$ cat src/rtl/output_delta_scheduler_if.sv
// Handshake/bus bundle between the delta scheduler and its surroundings:
// node/expected read buffers, the floating-point subtract unit and the delta buffer.
interface output_delta_scheduler_if #(
    parameter int DATA_WIDTH = 32,
    parameter int ADDR_WIDTH = 2
);
    logic                  i_start;
    logic                  o_busy;
    logic                  o_done;
    logic                  o_err;
    logic                  o_rd_en;
    logic [ADDR_WIDTH-1:0] o_rd_addr;
    logic [DATA_WIDTH-1:0] i_rd_node;
    logic [DATA_WIDTH-1:0] i_rd_expected;
    logic                  o_sub_valid;
    logic [DATA_WIDTH-1:0] o_sub_node;
    logic [DATA_WIDTH-1:0] o_sub_expected;
    logic                  i_sub_valid;
    logic [DATA_WIDTH-1:0] i_sub_delta;
    logic                  o_wr_en;
    logic [ADDR_WIDTH-1:0] o_wr_addr;
    logic [DATA_WIDTH-1:0] o_wr_data;

    // Scheduler side
    modport master (
        input  i_start, i_rd_node, i_rd_expected, i_sub_valid, i_sub_delta,
        output o_busy, o_done, o_err, o_rd_en, o_rd_addr,
               o_sub_valid, o_sub_node, o_sub_expected,
               o_wr_en, o_wr_addr, o_wr_data
    );

    // Environment side (buffers, subtract unit, controller)
    modport slave (
        output i_start, i_rd_node, i_rd_expected, i_sub_valid, i_sub_delta,
        input  o_busy, o_done, o_err, o_rd_en, o_rd_addr,
               o_sub_valid, o_sub_node, o_sub_expected,
               o_wr_en, o_wr_addr, o_wr_data
    );
endinterface

$ cat src/rtl/output_delta_scheduler.sv
// Output-layer delta scheduler: reads NUM_NODE node/expected pairs, streams them
// into the external subtract unit one per cycle and writes the in-order results
// (delta = node - expected) to the delta buffer, then pulses o_done.
module output_delta_scheduler #(
    parameter int DATA_WIDTH   = 32,
    parameter int NUM_NODE     = 4,
    parameter int ADDR_WIDTH   = 2,
    parameter int PIPE_LATENCY = 7
) (
    input logic                      clk,
    input logic                      rst_n,
    output_delta_scheduler_if.master bus
);
    localparam int CW = $clog2(NUM_NODE + 1);
    localparam logic [ADDR_WIDTH-1:0] LAST_ADDR = ADDR_WIDTH'(NUM_NODE - 1);
    localparam logic [CW-1:0]         NODE_CNT  = CW'(NUM_NODE);

    // Parameter sanity; results are tracked by handshake so latency is only bounded here.
    if (NUM_NODE < 1 || (1 << ADDR_WIDTH) < NUM_NODE || PIPE_LATENCY < 1 ||
        $bits(bus.o_wr_data) != DATA_WIDTH || $bits(bus.o_wr_addr) != ADDR_WIDTH) begin : g_bad_cfg
        $error("output_delta_scheduler: inconsistent parameters");
    end

    typedef enum logic [1:0] {IDLE, READ, DRAIN, DONE} state_t;

    state_t          state;
    logic            rd_en_d1;
    logic [CW-1:0]   wr_cnt;
    logic [CW-1:0]   outstanding;
    logic            accept;
    logic            res_hit;
    logic            res_spur;
    logic            wr_ovf;

    // A result is expected if one is in flight or an operand leaves this very cycle.
    assign accept   = (state == IDLE) && bus.i_start;
    assign res_hit  = bus.i_sub_valid && ((outstanding != '0) || bus.o_sub_valid);
    assign res_spur = bus.i_sub_valid && !res_hit;
    assign wr_ovf   = res_hit && (wr_cnt >= NODE_CNT);

    // Pass sequencer: issues the read burst, waits for the last write, pulses done.
    always_ff @(posedge clk or negedge rst_n) begin
        if (!rst_n) begin
            state         <= IDLE;
            bus.o_busy    <= 1'b0;
            bus.o_done    <= 1'b0;
            bus.o_rd_en   <= 1'b0;
            bus.o_rd_addr <= '0;
        end else begin
            bus.o_done <= 1'b0;
            case (state)
                IDLE: if (bus.i_start) begin
                    state         <= READ;
                    bus.o_busy    <= 1'b1;
                    bus.o_rd_en   <= 1'b1;
                    bus.o_rd_addr <= '0;
                end
                READ: begin
                    // The read address doubles as the read counter and parks on the last node.
                    if (bus.o_rd_addr == LAST_ADDR) begin
                        bus.o_rd_en <= 1'b0;
                        state       <= DRAIN;
                    end else begin
                        bus.o_rd_addr <= bus.o_rd_addr + 1'b1;
                    end
                end
                DRAIN: if (bus.o_wr_en && bus.o_wr_addr == LAST_ADDR) begin
                    state      <= DONE;
                    bus.o_done <= 1'b1;
                    bus.o_busy <= 1'b0;
                end
                DONE:    state <= IDLE;
                default: state <= IDLE;
            endcase
        end
    end

    // Operand stage: buffer data arrives the cycle after the read strobe; register it
    // and present it to the subtract unit with a valid aligned two cycles after o_rd_en.
    always_ff @(posedge clk or negedge rst_n) begin
        if (!rst_n) begin
            rd_en_d1           <= 1'b0;
            bus.o_sub_valid    <= 1'b0;
            bus.o_sub_node     <= '0;
            bus.o_sub_expected <= '0;
        end else begin
            rd_en_d1        <= bus.o_rd_en;
            bus.o_sub_valid <= rd_en_d1;
            if (rd_en_d1) begin
                bus.o_sub_node     <= bus.i_rd_node;
                bus.o_sub_expected <= bus.i_rd_expected;
            end
        end
    end

    // Result stage: write in-order deltas to sequential addresses, track in-flight
    // operands and flag results that nothing asked for or that overrun the buffer.
    always_ff @(posedge clk or negedge rst_n) begin
        if (!rst_n) begin
            wr_cnt        <= '0;
            outstanding   <= '0;
            bus.o_err     <= 1'b0;
            bus.o_wr_en   <= 1'b0;
            bus.o_wr_addr <= '0;
            bus.o_wr_data <= '0;
        end else begin
            bus.o_wr_en <= 1'b0;
            if (accept) begin
                wr_cnt      <= '0;
                outstanding <= '0;
                bus.o_err   <= 1'b0;
            end else begin
                if (res_hit && !wr_ovf) begin
                    bus.o_wr_en   <= 1'b1;
                    bus.o_wr_addr <= ADDR_WIDTH'(wr_cnt);
                    bus.o_wr_data <= bus.i_sub_delta;
                    wr_cnt        <= wr_cnt + 1'b1;
                end
                if (res_spur || wr_ovf) begin
                    bus.o_err <= 1'b1;
                end
                case ({bus.o_sub_valid, res_hit})
                    2'b10:   outstanding <= outstanding + 1'b1;
                    2'b01:   outstanding <= outstanding - 1'b1;
                    default: ;
                endcase
            end
        end
    end
endmodule

$ cat src/flat_wrapper.sv
// flat-port wrapper written by rule: the top's interface ports become plain ports
module output_delta_scheduler_flat 
#(
    parameter int DATA_WIDTH   = 32,
    parameter int NUM_NODE     = 4,
    parameter int ADDR_WIDTH   = 2,
    parameter int PIPE_LATENCY = 7
)
  (clk, rst_n, bus_i_start, bus_i_rd_node, bus_i_rd_expected, bus_i_sub_valid, bus_i_sub_delta, bus_o_busy, bus_o_done, bus_o_err, bus_o_rd_en, bus_o_rd_addr, bus_o_sub_valid, bus_o_sub_node, bus_o_sub_expected, bus_o_wr_en, bus_o_wr_addr, bus_o_wr_data);
  output_delta_scheduler_if #(.DATA_WIDTH(DATA_WIDTH), .ADDR_WIDTH(ADDR_WIDTH)) bus_i ();
  input logic clk;
  input logic rst_n;
  input wire logic [$bits(bus_i.i_start)-1:0] bus_i_start;
  input wire logic [$bits(bus_i.i_rd_node)-1:0] bus_i_rd_node;
  input wire logic [$bits(bus_i.i_rd_expected)-1:0] bus_i_rd_expected;
  input wire logic [$bits(bus_i.i_sub_valid)-1:0] bus_i_sub_valid;
  input wire logic [$bits(bus_i.i_sub_delta)-1:0] bus_i_sub_delta;
  output wire logic [$bits(bus_i.o_busy)-1:0] bus_o_busy;
  output wire logic [$bits(bus_i.o_done)-1:0] bus_o_done;
  output wire logic [$bits(bus_i.o_err)-1:0] bus_o_err;
  output wire logic [$bits(bus_i.o_rd_en)-1:0] bus_o_rd_en;
  output wire logic [$bits(bus_i.o_rd_addr)-1:0] bus_o_rd_addr;
  output wire logic [$bits(bus_i.o_sub_valid)-1:0] bus_o_sub_valid;
  output wire logic [$bits(bus_i.o_sub_node)-1:0] bus_o_sub_node;
  output wire logic [$bits(bus_i.o_sub_expected)-1:0] bus_o_sub_expected;
  output wire logic [$bits(bus_i.o_wr_en)-1:0] bus_o_wr_en;
  output wire logic [$bits(bus_i.o_wr_addr)-1:0] bus_o_wr_addr;
  output wire logic [$bits(bus_i.o_wr_data)-1:0] bus_o_wr_data;
  assign bus_i.i_start = bus_i_start;
  assign bus_i.i_rd_node = bus_i_rd_node;
  assign bus_i.i_rd_expected = bus_i_rd_expected;
  assign bus_i.i_sub_valid = bus_i_sub_valid;
  assign bus_i.i_sub_delta = bus_i_sub_delta;
  assign bus_o_busy = bus_i.o_busy;
  assign bus_o_done = bus_i.o_done;
  assign bus_o_err = bus_i.o_err;
  assign bus_o_rd_en = bus_i.o_rd_en;
  assign bus_o_rd_addr = bus_i.o_rd_addr;
  assign bus_o_sub_valid = bus_i.o_sub_valid;
  assign bus_o_sub_node = bus_i.o_sub_node;
  assign bus_o_sub_expected = bus_i.o_sub_expected;
  assign bus_o_wr_en = bus_i.o_wr_en;
  assign bus_o_wr_addr = bus_i.o_wr_addr;
  assign bus_o_wr_data = bus_i.o_wr_data;
  output_delta_scheduler #(.DATA_WIDTH(DATA_WIDTH), .NUM_NODE(NUM_NODE), .ADDR_WIDTH(ADDR_WIDTH), .PIPE_LATENCY(PIPE_LATENCY)) u_core (.clk(clk), .rst_n(rst_n), .bus(bus_i));
endmodule
$ cat config.mk
export PLATFORM = sky130hd
export DESIGN_NAME = output_delta_scheduler_flat
export DESIGN_NICKNAME = d
export VERILOG_FILES = /design/src/rtl/output_delta_scheduler_if.sv /design/src/rtl/output_delta_scheduler.sv /design/src/flat_wrapper.sv
export SDC_FILE = /design/constraint.sdc
export NUM_CORES = 1
export LEC_CHECK = 0
export ABC_AREA = 1
export CAP_MARGIN = 5
export CORE_MARGIN = 4
export CORE_UTILIZATION = 45
export DETAILED_ROUTE_END_ITERATION = 12
export GPL_ROUTABILITY_DRIVEN = 0
export PLACE_DENSITY = 0.92
export SETUP_SLACK_MARGIN = 0.05
export SLEW_MARGIN = 10
export SYNTH_ARGS = -nofsm -noshare
export SYNTH_HDL_FRONTEND = slang
export SYNTH_SLANG_ARGS = --single-unit
$ cat constraint.sdc
create_clock -name clk -period 2.6 [get_ports clk]
set_input_delay 0.65 -clock clk [delete_from_list [all_inputs] [get_ports clk]]
set_output_delay 0.65 -clock clk [all_outputs]
set_load 0.01 [all_outputs]
==> metrics, run 1 <==
first-pass GRT wire length=18.7 mm; Mapped Cells=372; CP max FO=2; post-synthesis compound-gate area fraction=1.87%; critical path required time=1950 ps; dpl hpwl=9.26 mm; Routed Antenna Nets=0; P&R area growth vs syn=59.3%; Final Worst Setup Slack=497 ps; share of power burned in registers=34.2%; TNS Setup=0 ps; vias in the first global route=3,662; setup clock skew after layout=7.21 ps; commonest non-fill, non-tap cells in the layout=clkdlybuf4s50_1 (204), dfrtp_1 (114), nand2_1 (110), mux2_2 (64), inv_1 (18); Final Util=74.0%; post-layout min period=2100 ps; Final Hold Fails=0; Final Max Tran Viols=0; CTS tree=built; status=complete, no violations; largest net degree at the start of global routing=57; post-synthesis adder-cell area fraction=2.08%; mux contribution to synthesized area=15.8%; CTS H-tree depth=4; post-synth cell types=22; Clock Sinks=115; crit path DAT=1450 ps; Net Sw Frac=32.3%; register area=2880 um2; Clock power frac=21.9%; DR pass1 iterations=4; Setup Buffers After CTS=0; share of layout cells above drive strength 1=19.2%; power per standard cell area=1300 nW/um2; Num CTS Buffers=17; Switch Pwr=3050 uW; Diodes inserted=0; final WL=12.2 mm; CP startpoint kind=flip-flop; fillers=685; commonest non-fill, non-tap cell in the layout=clkdlybuf4s50_1; DR vias/cell=4.77; final setup fails=0; Ys Warns=0; die width=109 um; f_max=475 MHz; CTS clk-pin slew, worst paths=50 ps; final period utilization=80.9%; MaxCap Viol Count=0; Synth Area in XOR/XNOR=0%; Max VDD drop=619 uV; largest family of logic cells by synthesized area=multiplexers; dpl cells=702; Internal Pwr Total=6400 uW; vias=3,488; RSZ-0062 raised after global routing=no; simple-gate portion of the synthesized area=13.4%; root buf cell=clkbuf_8; IO Pins=206; Hold Buf Count CTS=0; die height=109 um; Slew HR=43.0%; # port buffers=205; number of core rows=36; Mapped Nets=479; number of synthesized register bits=115; CTS Buffer Depth=2; die footprint=11,800 um2; First DRT Iteration DRCs=139; Cell Chain, Critical Path=clkdlybuf4s50_1; Tightest Hold Check Type=primary input to async pin; Buf/Inv on CP=1; all-layer global routing usage=20.9%; Post-Place Setup Slack=28.3 ps; Leakage=0.00328 uW; Routed WL per cell=16.7 um; later-pin clock latency in the skew report=500 ps; Avg Inst Size Synth=12.3 um2; kind of critical path=flip-flop to output port; largest stage delay on the critical path=570 ps; Core Area=9820 um2; multi-input combinational cell area=1510 um2; Mapped Area=4560 um2; Starting Density=46.5%; Worst-Margin Slew=852 ps; initial antenna violation count=0; Resized cells post-CTS=0; drc violations=0; grt ovf=0; CP top delay family=buffers and inverters; Comb power frac=43.9%; Layout Nets=695; fin cells=731; CP max stage cell=clkdlybuf4s50_1; Setup crit end kind=output port; Seq/Total Area, Yosys=63.1%
cells in the mapped netlist (all sizes together):
master / number / area share [%]
or2: 2 / 0.27
buf: 13 / 2.3
fa: 1 / 0.44
nand2: 121 / 11
a21oi: 3 / 0.33
a21boi: 1 / 0.16
nor2: 7 / 0.99
mux2: 64 / 16
inv: 18 / 1.5
ha: 6 / 1.6
a211oi: 1 / 0.16
o21ai: 11 / 1.2
dfrtp: 115 / 63
nand4: 1 / 0.27
nand3: 8 / 1.2
worst paths after layout:
kind,startpoint,end,slack [ps],cells past startpoint
min reg2reg,u_core.bus.o_rd_en$_DFFE_PN0P_,u_core.rd_en_d1$_DFF_PN0_,410,0
max reg2reg,u_core.state[0]$_DFFE_PN0P_,u_core.wr_cnt[0]$_DFFE_PN0P_,550,5
max in group asynchronous,rst_n,u_core.bus.o_sub_node[11]$_DFFE_PN0P_,1880,2
min in group clk,u_core.bus.o_rd_en$_DFFE_PN0P_,u_core.rd_en_d1$_DFF_PN0_,410,0
max,u_core.bus.o_wr_data[11]$_DFFE_PN0P_,bus_o_wr_data[11],500,1
min,rst_n,u_core.bus.o_wr_data[29]$_DFFE_PN0P_,30,1
per-stage QoR:
step	total power [uW]	cell area (um2)	hold slack, ps
6_report	9450	7270	28.7
5_1_grt	10000	7270	24.8
4_1_cts	9560	7270	7.19
3_5_place_dp	7430	6740	392
3_3_place_gp	7200	6740	399
2_1_floorplan	5180	4560	349
registers in the layout, indices dropped and copies added (netlist names), 2 cells and up:
| signal | count |
|---|---|
| u_core.bus.o_sub_expected | 32 |
| u_core.outstanding | 3 |
| u_core.bus.o_wr_data | 32 |
| u_core.wr_cnt | 3 |
| u_core.bus.o_rd_addr | 2 |
| u_core.bus.o_wr_addr | 2 |
| u_core.bus.o_sub_node | 32 |
| u_core.state | 2 |
per-layer routing:
metal  global-route usage [%]  vias up  routed length [um]
li1                         -     1638                   -
met1                     23.7     1688                4570
met2                     36.7      148                6310
met3                     7.76       14                1190
met4                     6.67        0                 142
met5                        0        -                   0
power groups by stage:
stage          Sequential (uW)  Combinational (uW)  Clock (uW)
2_1_floorplan             3540                1650           0
3_3_place_gp              3180                4020           0
6_report                  3230                4150        2070
3_5_place_dp              3250                4190           0
4_1_cts                   3240                4210        2110
5_1_grt                   3360                4470        2190
logic make-up after synthesis:
group,after synthesis
multiplexers,64
flip-flops,115
buffers and inverters,31
AO/OA/AOI/OAI,16
AND/OR/NAND/NOR,139
adder cells (fa/ha/maj),7
worst register-to-register path: stages, from the launching register on:
cell and delay (ps):
dfrtp_1 370, inv_1 70, ha_1 230, nand2_2 150, nand4_2 690, o21ai_0 430
final cells by class:
cell class	instances	share of cell area [%]
clock inverters	6	0.758
repair buffers	210	29.1
well taps	133	2.29
multi-input cells	226	20.8
clock buffers	23	6.56
flip-flops and latches	115	39.6
inverters	18	0.930
Note: power is estimated with default switching activity, not from simulation.
==> run 2, diff against run 1 <==
CORE_UTILIZATION = 42   (was 45)
PLACE_DENSITY = 0.87   (was 0.92)
clock period = 1.95 ns   (was 2.6 ns; I/O delays follow)
==> metrics, run 2 (same netlist as run 1, synthesis figures left out) <==
Tightest Hold Check Type=flip-flop to flip-flop; Starting Density=43.6%; largest stage delay on the critical path=530 ps; die footprint=12,600 um2; share of layout cells above drive strength 1=20.2%; die width=112 um; Leakage=0.00369 uW; Cell Chain, Critical Path=clkdlybuf4s50_1; power per standard cell area=1660 nW/um2; status=complete, no violations; First DRT Iteration DRCs=143; Routed Antenna Nets=0; root buf cell=clkbuf_8; Final Util=70.1%; instance count on the critical path=1; Routed WL per cell=16.0 um; # port buffers=205; MaxCap Viol Count=0; Setup Buffers After CTS=0; final hold slack=411 ps; Final Hold Fails=0; first-pass GRT wire length=19.2 mm; vias=3,500; IO Pins=206; CP startpoint kind=flip-flop; dpl cells=708; Setup crit end kind=output port; Core Area=10,500 um2; grt ovf=0; Final Max Tran Viols=0; register area=2880 um2; critical path required time=1460 ps; DR vias/cell=4.74; f_max=544 MHz; P&R area growth vs syn=60.8%; Worst-Margin Slew=514 ps; Layout Nets=699; CTS Buffer Depth=2; number of core rows=37; worst-case reg-to-reg path depth=6; CP top delay family=buffers and inverters; Max VDD drop=717 uV; fin cells=739; CP max stage cell=clkdlybuf4s50_1; multi-input combinational cell area=1520 um2; all-layer global routing usage=19.2%; Slew HR=65.8%; hold path cells=0; final period utilization=94.3%; CP max FO=1; drc violations=0; final setup fails=0; crit path DAT=1350 ps; Buf/Inv on CP=1; Clock Sinks=115; kind of critical path=flip-flop to output port; dpl hpwl=8.91 mm; r2r setup slk=130 ps; initial antenna violation count=0; Num CTS Buffers=17; final WL=11.9 mm; post-layout min period=1840 ps; largest net degree at the start of global routing=64; commonest non-fill, non-tap cell in the layout=dfrtp_1; later-pin clock latency in the skew report=500 ps; DR pass1 iterations=4; CTS tree=built; die height=112 um; setup clock skew after layout=7.09 ps; Diodes inserted=0; fillers=747; RSZ-0062 raised after global routing=yes; CTS H-tree depth=4; Regs by FF count=u_core.bus.o_sub_expected (32), u_core.bus.o_sub_node (32), u_core.bus.o_wr_data (32); vias in the first global route=3,743; CTS clk-pin slew, worst paths=60 ps; commonest non-fill, non-tap cells in the layout=dfrtp_1 (114), nand2_1 (110), clkdlybuf4s50_1 (99), dlygate4sd2_1 (81), mux2_2 (64)
## run 2: cell type report
| class | instances | area share (%) |
|---|---|---|
| flip-flops and latches | 115 | 39.3 |
| repair buffers | 214 | 29.0 |
| multi-input cells | 226 | 20.7 |
| clock buffers | 20 | 5.94 |
| well taps | 136 | 2.32 |
| clock inverters | 10 | 1.84 |
| inverters | 18 | 0.921 |
## run 2: timing repair
| item | 4_1_cts | 5_1_grt |
|---|---|---|
| hold buffers | 1 | 0 |
| pin swaps | 0 | 1 |
| hold endpoints to repair | 80 | 0 |
| resized for setup | 82 | 27 |
| endpoints found under the setup margin | 82 | 26 |
## run 2: per-layer routing
layer  global-route usage (%)  vias to the layer above  wire [um]
li1                         -                     1656          -
met1                     22.3                     1675       4770
met2                     33.0                      154       6010
met3                     6.90                       15        920
met4                     6.57                        0        153
met5                        0                        -          0
## run 2: final timing paths
kind / start / endpoint
max in group asynchronous: rst_n / u_core.bus.o_sub_node[31]$_DFFE_PN0P_
min reg2reg: u_core.bus.o_rd_en$_DFFE_PN0P_ / u_core.rd_en_d1$_DFF_PN0_
min in group asynchronous: rst_n / u_core.bus.o_sub_expected[1]$_DFFE_PN0P_
min: u_core.bus.o_rd_en$_DFFE_PN0P_ / u_core.rd_en_d1$_DFF_PN0_
max: u_core.bus.o_done$_DFF_PN0_ / bus_o_done
max reg2reg: u_core.outstanding[1]$_DFFE_PN0P_ / u_core.outstanding[1]$_DFFE_PN0P_
## run 2: worst register-to-register path, delay by kind of cell (launching register included)
| kind | cells | cell delay (ps) |
|---|---|---|
| AO/OA/AOI/OAI | 2 | 370 |
| adder cells (fa/ha/maj) | 2 | 630 |
| buffers and inverters | 1 | 90 |
| flip-flops | 1 | 410 |
| AND/OR/NAND/NOR | 1 | 210 |
## run 2: stage by stage
stage	area [um2]	power (uW)	worst slack (ps)	setup TNS (ps)
2_1_floorplan	4560	6910	254	0
3_3_place_gp	6790	9700	-305	-492
3_5_place_dp	6790	9970	-451	-923
4_1_cts	7270	12400	51.3	0
5_1_grt	7330	13000	6.03	0
6_report	7330	12200	111	0
## run 2: power by group
| part | internal (uW) | switching [uW] | total, uW |
|---|---|---|---|
| clock network | 1950 | 1020 | 2970 |
| registers | 3580 | 689 | 4270 |
| logic | 2580 | 2350 | 4930 |
| total | 8110 | 4060 | 12200 |
